## src/rtl/operation_encoder_kbd_pkg.sv

```systemverilog
// Shared keyboard/physics codes: movement encodings, PS/2 set-2 scan codes
// and the prefix-parser state encoding.
package operation_encoder_kbd_pkg;

  localparam logic [1:0] H_NIL   = 2'd0;
  localparam logic [1:0] H_LEFT  = 2'd1;
  localparam logic [1:0] H_RIGHT = 2'd2;

  localparam logic [1:0] V_NIL   = 2'd0;
  localparam logic [1:0] V_UP    = 2'd1;
  localparam logic [1:0] V_DOWN  = 2'd2;

  localparam logic [7:0] SC_E0     = 8'hE0;
  localparam logic [7:0] SC_F0     = 8'hF0;
  localparam logic [7:0] SC_E1     = 8'hE1;
  localparam logic [7:0] SC_ACK    = 8'hFA;
  localparam logic [7:0] SC_BAT    = 8'hAA;
  localparam logic [7:0] SC_W      = 8'h1D;
  localparam logic [7:0] SC_S      = 8'h1B;
  localparam logic [7:0] SC_A      = 8'h1C;
  localparam logic [7:0] SC_D      = 8'h23;
  localparam logic [7:0] SC_LSHIFT = 8'h12;
  localparam logic [7:0] SC_UP     = 8'h75;
  localparam logic [7:0] SC_DOWN   = 8'h72;
  localparam logic [7:0] SC_LEFT   = 8'h6B;
  localparam logic [7:0] SC_RIGHT  = 8'h74;
  localparam logic [7:0] SC_RSHIFT = 8'h59;

  typedef enum logic [1:0] {
    ST_IDLE     = 2'd0,
    ST_GOT_E0   = 2'd1,
    ST_GOT_F0   = 2'd2,
    ST_GOT_E0F0 = 2'd3
  } ps2_state_t;

  // Opposing keys cancel, so the value 3 can never be produced.
  function automatic logic [1:0] encode_axis(input logic neg_held, input logic pos_held,
                                             input logic [1:0] neg_code,
                                             input logic [1:0] pos_code);
    if (neg_held && !pos_held)      return neg_code;
    else if (pos_held && !neg_held) return pos_code;
    else                            return 2'd0;
  endfunction

endpackage

```

## src/rtl/operation_encoder_kbd_prefix_fsm.sv

```systemverilog
// PS/2 set-2 prefix parser: folds E0/F0 prefixes into one make/break strobe.
//   state       | meaning
//   ST_IDLE     | no prefix seen
//   ST_GOT_E0   | extended prefix seen
//   ST_GOT_F0   | break prefix seen
//   ST_GOT_E0F0 | extended break prefix seen
module ps2_prefix_fsm
  import operation_encoder_kbd_pkg::*;
(
  input  logic       clk,
  input  logic       rst,
  input  logic       byte_valid,
  input  logic [7:0] byte_data,
  output logic       code_strobe,
  output logic       is_break,
  output logic       extended,
  output logic [7:0] code
);

  ps2_state_t state;

  always_ff @(posedge clk or posedge rst) begin
    if (rst) begin
      state       <= ST_IDLE;
      code_strobe <= 1'b0;
      is_break    <= 1'b0;
      extended    <= 1'b0;
      code        <= 8'h00;
    end else begin
      code_strobe <= 1'b0;
      if (byte_valid) begin
        case (state)
          ST_IDLE: begin
            if (byte_data == SC_E0)      state <= ST_GOT_E0;
            else if (byte_data == SC_F0) state <= ST_GOT_F0;
            else begin
              code_strobe <= 1'b1;
              is_break    <= 1'b0;
              extended    <= 1'b0;
              code        <= byte_data;
            end
          end
          ST_GOT_E0: begin
            if (byte_data == SC_F0)      state <= ST_GOT_E0F0;
            else if (byte_data == SC_E0) state <= ST_GOT_E0;
            else begin
              code_strobe <= 1'b1;
              is_break    <= 1'b0;
              extended    <= 1'b1;
              code        <= byte_data;
              state       <= ST_IDLE;
            end
          end
          ST_GOT_F0: begin
            code_strobe <= 1'b1;
            is_break    <= 1'b1;
            extended    <= 1'b0;
            code        <= byte_data;
            state       <= ST_IDLE;
          end
          default: begin
            code_strobe <= 1'b1;
            is_break    <= 1'b1;
            extended    <= 1'b1;
            code        <= byte_data;
            state       <= ST_IDLE;
          end
        endcase
      end
    end
  end

endmodule

```

## src/rtl/operation_encoder_kbd.sv

```systemverilog
// Keyboard-to-movement encoder: tracks held direction/boost keys from PS/2
// scan codes and presents registered axis codes plus a change pulse.
module operation_encoder_kbd
  import operation_encoder_kbd_pkg::*;
#(
  parameter int KEYSET = 0
) (
  input  logic       clk,
  input  logic       rst,
  input  logic       byte_valid,
  input  logic [7:0] byte_data,
  output logic [1:0] h_code,
  output logic [1:0] v_code,
  output logic       boost,
  output logic       key_event
);

  localparam int K_UP    = 0;
  localparam int K_DOWN  = 1;
  localparam int K_LEFT  = 2;
  localparam int K_RIGHT = 3;
  localparam int K_BOOST = 4;

  localparam logic       ALT     = (KEYSET == 1);
  localparam logic [7:0] C_UP    = ALT ? SC_UP     : SC_W;
  localparam logic [7:0] C_DOWN  = ALT ? SC_DOWN   : SC_S;
  localparam logic [7:0] C_LEFT  = ALT ? SC_LEFT   : SC_A;
  localparam logic [7:0] C_RIGHT = ALT ? SC_RIGHT  : SC_D;
  localparam logic [7:0] C_BOOST = ALT ? SC_RSHIFT : SC_LSHIFT;

  logic       code_strobe;
  logic       is_break;
  logic       extended;
  logic [7:0] code;
  logic [4:0] held;
  logic [4:0] held_next;

  ps2_prefix_fsm u_prefix (
    .clk         (clk),
    .rst         (rst),
    .byte_valid  (byte_valid),
    .byte_data   (byte_data),
    .code_strobe (code_strobe),
    .is_break    (is_break),
    .extended    (extended),
    .code        (code)
  );

  // Direction keys carry E0 only in the arrow keyset; boost never does.
  always_comb begin
    held_next = held;
    if (code_strobe) begin
      if (code == C_UP    && extended == ALT)  held_next[K_UP]    = ~is_break;
      if (code == C_DOWN  && extended == ALT)  held_next[K_DOWN]  = ~is_break;
      if (code == C_LEFT  && extended == ALT)  held_next[K_LEFT]  = ~is_break;
      if (code == C_RIGHT && extended == ALT)  held_next[K_RIGHT] = ~is_break;
      if (code == C_BOOST && extended == 1'b0) held_next[K_BOOST] = ~is_break;
    end
  end

  always_ff @(posedge clk or posedge rst) begin
    if (rst) begin
      held      <= 5'b0;
      h_code    <= H_NIL;
      v_code    <= V_NIL;
      boost     <= 1'b0;
      key_event <= 1'b0;
    end else begin
      held      <= held_next;
      h_code    <= encode_axis(held_next[K_LEFT], held_next[K_RIGHT], H_LEFT, H_RIGHT);
      v_code    <= encode_axis(held_next[K_UP], held_next[K_DOWN], V_UP, V_DOWN);
      boost     <= held_next[K_BOOST];
      key_event <= (held_next != held);
    end
  end

endmodule

```

## config.mk

```make
export PLATFORM = sky130hd
export DESIGN_NAME = operation_encoder_kbd
export DESIGN_NICKNAME = d
export VERILOG_FILES = /design/src/rtl/operation_encoder_kbd_pkg.sv /design/src/rtl/operation_encoder_kbd_prefix_fsm.sv /design/src/rtl/operation_encoder_kbd.sv
export SDC_FILE = /design/constraint.sdc
export NUM_CORES = 1
export LEC_CHECK = 0
export BUFFER_PORTS_ARGS = -buffer_cell sky130_fd_sc_hd__buf_2
export CORE_MARGIN = 2
export CORE_UTILIZATION = 45
export CTS_CLUSTER_SIZE = 30
export DETAILED_ROUTE_END_ITERATION = 16
export PLACE_DENSITY = 0.66
export SLEW_MARGIN = 0
export SYNTH_ARGS = -nofsm -noshare
export SYNTH_HDL_FRONTEND = slang
export SYNTH_SLANG_ARGS = --single-unit
```

## constraint.sdc

```tcl
create_clock -name clk -period 3.5 [get_ports clk]
set_input_delay 0.35 -clock clk [delete_from_list [all_inputs] [get_ports clk]]
set_output_delay 0.35 -clock clk [all_outputs]
set_load 0.05 [all_outputs]
```

# Yosys cells after proc, flatten, opt, wreduce, memory -nomap -nowiden
# Index checks and enable logic that the tools add are counted.
totals:
  ff_bits: 24
  rom_bits: 0
  inputBits: 11
  out_inout_bits: 6
  word_cells: 77
  mem_bits_rw: 0
  latchBits: 0
  memories: 0
op_classes:
  mul: 0
  n_bitwise: 2
  n_shift: 0
  n_reduce_logical: 16
  eq_ne: 15
  n_div: 0
  addsub: 0
  n_lt_le_gt_ge: 0
  n_mux: 34
op_table:
  columns: ["operator", "n"]
  rows:
  - ["8-bit by 5-bit equality test with 1-bit output (second input constant)", 4]
  - ["8-bit 2-to-1 mux", 4]
  - ["1-bit 2-to-1 mux", 17]
  - ["8-bit equality test (second input constant)", 2]
  - ["8-bit one-hot mux with 2 select lines", 1]
  - ["2-bit 2-to-1 mux", 7]
  - ["1-bit logical AND", 9]
  - ["8-bit by 6-bit equality test with 1-bit output (second input constant)", 1]
  - ["2-bit inequality test (second input constant)", 4]
  - ["5-bit 2-to-1 mux", 1]
  - ["5-bit inequality test", 1]
  - ["5-bit AND reduction", 1]
  - ["1-bit zero test", 4]
  - ["1-bit one-hot mux with 2 select lines", 2]
  - ["2-bit one-hot mux with 2 select lines", 1]
  - ["3-bit by 1-bit inequality test with 1-bit output (second input constant)", 1]
  - ["1-bit one-hot mux with 3 select lines", 1]
  - ["2-bit by 1-bit equality test with 1-bit output (second input constant)", 1]
  - ["2-bit equality test (second input constant)", 1]
  - ["2-bit zero test", 1]
  - ["1-bit inverter", 2]
  - ["2-bit AND reduction", 1]

# Logic depth before layout (Yosys ltp)
logic_depth:
  word_depth: 8
  ltp_mapped: 5
  depth_no_buf: 4

# Hierarchy
# From an unflattened synthesis, not the netlist that was laid out.
unflattened:
  hier_cells: 101
  area_unflattened_um2: 1228.7
by_module_without_submodules:
  columns: ["mod", "n_inst", "seq_area_each_um2", "cells_each", "area_each_um2"]
  rows:
  - ["operation_encoder_kbd", 1, 250.2, 66, 669.4]
  - ["ps2_prefix_fsm", 1, 325.3, 35, 559.3]

# Worst setup path before layout
# Ideal clock, no wire load.
synth_timing:
  kind: "flip-flop to flip-flop"
  from: "register u_prefix.code[5]"
  to: "register boost"
  stages_incl_launch_ff: 6
  period_less_slack_ps: 1953
  n_path_buf: 1
  t_arrival_ps: 1810
  setup_ps: 143
  t_required_ps: 3357
  setup_slack_ps: 1547
  path_cell_list: "dfrtp_1 > or4b_1 > buf_2 > or3_4 > or3_1 > mux2i_1"
synth_between:
  elab_chain_cells: 4
synth_lines:
  columns: ["element", "line_no", "source"]
  rows:
  - ["from (decl)", "operation_encoder_kbd_prefix_fsm.sv:17", "output logic [7:0] code"]
  - ["from (signal assigned)", "operation_encoder_kbd_prefix_fsm.sv:40", "code <= byte_data;"]
  - ["from (signal assigned)", "operation_encoder_kbd_prefix_fsm.sv:50", "code <= byte_data;"]
  - ["from (signal assigned)", "operation_encoder_kbd_prefix_fsm.sv:58", "code <= byte_data;"]
  - ["8-bit by 5-bit equality test with 1-bit output", "operation_encoder_kbd.sv:57", "if (code == C_BOOST && extended == 1'b0) held_next[K_BOOST] = ~is_break;"]
  - ["1-bit logical AND", "operation_encoder_kbd.sv:57", null]
  - ["1-bit 2-to-1 mux", "operation_encoder_kbd.sv:57", null]
  - ["5-bit 2-to-1 mux", "operation_encoder_kbd.sv:52", "if (code_strobe) begin"]
  - ["named net held_next[4]", "operation_encoder_kbd.sv:36", "logic [4:0] held_next;"]
  - ["to (signal assigned)", "operation_encoder_kbd.sv:72", "boost <= held_next[K_BOOST];"]
  - ["to (decl)", "operation_encoder_kbd.sv:14", "output logic boost,"]
# The timed path passes the listed nets, and every way through them passes these cells.
# A chain may end at the register's enable or synchronous reset.

# Worst setup path after layout
# Same ends and word-level chain as after synthesis.

==> flow_metrics.tcl <==
set metrics [dict create \
    grt_pass1_wl_um 3170 \
    critPathRequiredTime_ns 3.67 \
    port_buffers 16 \
    cts_setup_buffers 0 \
    grt_overflow_total 0 \
    status "complete, no violations" \
    pwr-share-seq_pct 58.0 \
    synth_cell_types 32 \
    dp_hpwl_um 1260 \
    final_max_slew_viol_count 0 \
    avgSynthCellArea_um2 11.8 \
    intPower_uw 374 \
    finalHoldViolCount 0 \
    tritoncts "yes" \
    synth_area_leader_cell "dfrtp_1" \
    clock.fmax_mhz 491 \
    htreeDepth 1 \
    drt-initial-drc-count 16 \
    power_frac_comb_pct 19.5 \
    grt_usage_pct 15.9 \
    num_rows 17 \
    nNetsFinal 117 \
    hold_class "input port to async pin" \
    die_area_um2 2710 \
    ys_seq_area_share_pct 55.4 \
    final_antenna_net_count 0 \
    antenna_found_initial 0 \
    irDropWorstVdd_uv 241 \
    rrSetupSlack_ns 1.46 \
    rsz0062_at_grt "no" \
    max_stage_delay_ns 0.63 \
    synth_top_cell_area_share_pct 55.4 \
    ctsResizeCount 0 \
    crit_family "simple AND/OR/NAND/NOR gates" \
    wl_um 1710 \
    design_area_um2 1170 \
    whs_ns 0.189 \
    syn_nets 99 \
    post_drt_wl_per_cell_um 12.8 \
    power.share.clock_pct 22.5 \
    switching_share_pct 29.6 \
    critPathKind "flop to flop" \
    worst_pin_slew_ns 0.834 \
    path_cells "or4b_1 > or3_4 > or3_1 > mux2i_1" \
    place_area_um2 1140 \
    die_x_um 52.0 \
    clock_path_buffers 2 \
    die_h_um 52.0 \
    setup_tns_ns 0 \
    path_buf_inv 0 \
    startpoint_type "flop" \
    antenna_cells 0 \
    max-slew-margin-rel_pct 44.4 \
    cts_sinks 23 \
    end_kind "flop" \
    gp_congestion 0.759 \
    ios 17 \
    drv_cap 0 \
    clk_pin_slew_ns 0.12 \
    fin_crit_ns 2.04 \
    reg2reg_from "u_prefix.code[5]$_DFFE_PP0P_" \
    cts_root_buffer "clkbuf_4" \
    synthTopCellsByArea "dfrtp_1, mux2_2, mux2i_1" \
    syn_to_final_growth_pct 12.4 \
    cp_slowest_cell "or4b_1" \
    p_leak_uw 0.000576 \
    fin_crit_sh_pct 58.2 \
    vias_per_cell 5.16 \
    grt_pass1_vias 691 \
    firstDrtPassIters 4 \
    cp-startpoint "u_prefix.code[5]$_DFFE_PP0P_" \
    ys_seq_elements 23 \
    ys.warnings.count 0 \
    via_count 686 \
    grt_start_max_net_pins 24 \
    drc 0 \
    setup_viol 0 \
    coreArea_um2 2190 \
    cts_hold_buffers 0 \
    drive_gt1_share_pct 29.5 \
    worst-path-max-fanout 6 \
    netSwitchingPower_uw 158 \
    cp_data_arrival_time_ns 2.21 \
    p_per_area_nw_per_um2 456 \
    cts_buffers 3 \
    skew_ns 0.00404 \
    worstSkewPairLatency_ns 0.30 \
    start_util_pct 47.4 \
    synth_area_um2 1040 \
    syn_inst 88 \
]
==> per-layer routing <==
layer | vias to the layer above | global-route usage [%] | share of wire [%]
li1 | 349 | - | -
met3 | 4 | 2.59 | 3.9
met4 | 0 | 6.58 | 1.3
met2 | 15 | 23.2 | 45
met5 | - | 0 | 0
met1 | 318 | 23.4 | 50
==> cells by family after synthesis <==
| group | synth area share, % |
|---|---|
| flops | 55.4 |
| xor+xnor | 2.53 |
| mux | 12.7 |
| simple gates | 16.6 |
| compound gates | 8.68 |
| buf+inv | 4.10 |
==> metrics by stage <==
step / setup WS, ns / instances / total power, uW / util, %
after floorplan: 1.55 / 88 / 391 / -
after global placement: 1.52 / 129 / 417 / 52.1
after detailed placement: 1.49 / 129 / 419 / 52.1
after CTS: 1.47 / 133 / 541 / 53.3
after global routing: 1.37 / 133 / 566 / 53.3
final: 1.46 / 133 / 532 / 53.3
==> cell usage in the layout (no fill, tap or decap), types with 2 or more instances in the layout <==
| cell type | synthesis | layout |
|---|---|---|
| nand3b_1 | 2 | 2 |
| nand2b_1 | 3 | 3 |
| clkbuf_4 | 0 | 3 |
| or4b_1 | 2 | 2 |
| mux2_2 | 9 | 9 |
| dfrtp_1 | 23 | 23 |
| xor2_1 | 3 | 3 |
| nand2_1 | 4 | 4 |
| o22ai_1 | 2 | 2 |
| a21oi_1 | 3 | 3 |
| inv_1 | 8 | 8 |
| o41ai_1 | 2 | 2 |
| nor2b_1 | 4 | 4 |
| mux2i_1 | 3 | 3 |
| buf_2 | 1 | 16 |
| nor2_1 | 2 | 2 |
==> power groups by stage <==
| stage | Combinational (uW) | Clock, uW | Sequential [uW] |
|---|---|---|---|
| finish | 104 | 120 | 309 |
| detailed placement | 105 | 0 | 314 |
| global route | 115 | 137 | 313 |
| floorplan | 51.8 | 0 | 339 |
| CTS | 106 | 126 | 309 |
| global placement | 103 | 0 | 313 |
==> worst paths after layout <==
| check | end | depth (start not counted) |
|---|---|---|
| max | boost$_DFF_PP0_ | 4 |
| min reg2reg | u_prefix.code[5]$_DFFE_PP0P_ | 1 |
| min in group clk | u_prefix.state[0]$_DFFE_PP0P_ | 2 |
| min | u_prefix.extended$_DFFE_PP0P_ | 2 |
| max reg2reg | boost$_DFF_PP0_ | 4 |
| max in group asynchronous | held[0]$_DFF_PP0_ | 2 |
==> Yosys cell counts (all sizes together) <==
cell type,count
a211oi,1
a21oi,3
a22o,1
and3,1
buf,2
clkbuf,1
dfrtp,23
inv,8
mux2,9
mux2i,3
nand2,4
nand2b,3
nand3b,2
nand4,1
nor2,2
nor2b,4
nor3,1
nor3b,1
nor4,1
nor4b,1
o221ai,1
o22ai,2
o31ai,2
o41ai,2
or2,1
or3,2
or4,1
or4b,2
xor2,3
==> final cells by class <==
type	count	area (um2)
Sequential cell	23	576
Timing Repair Buffer	16	80.1
Tap cell	28	35.0
Clock buffer	4	26.3
Multi-Input combinational cell	54	420
Inverter	8	30.0
Fill cell	201	1020
==> worst register-to-register path, cell delays in order, from the launching register on <==
cell	delay (ns)
dfrtp_1	0.40
or4b_1	0.63
or3_4	0.42
or3_1	0.33
mux2i_1	0.13
==> flip-flops by register name (all words and copies together) (netlist names) <==
name	cells
key_event	1
u_prefix.is_break	1
boost	1
h_code	2
held	4
u_prefix.state	2
u_prefix.code	8
u_prefix.code_strobe	1
u_prefix.extended	1
v_code	2
Note: power is estimated with default switching activity, not from simulation.
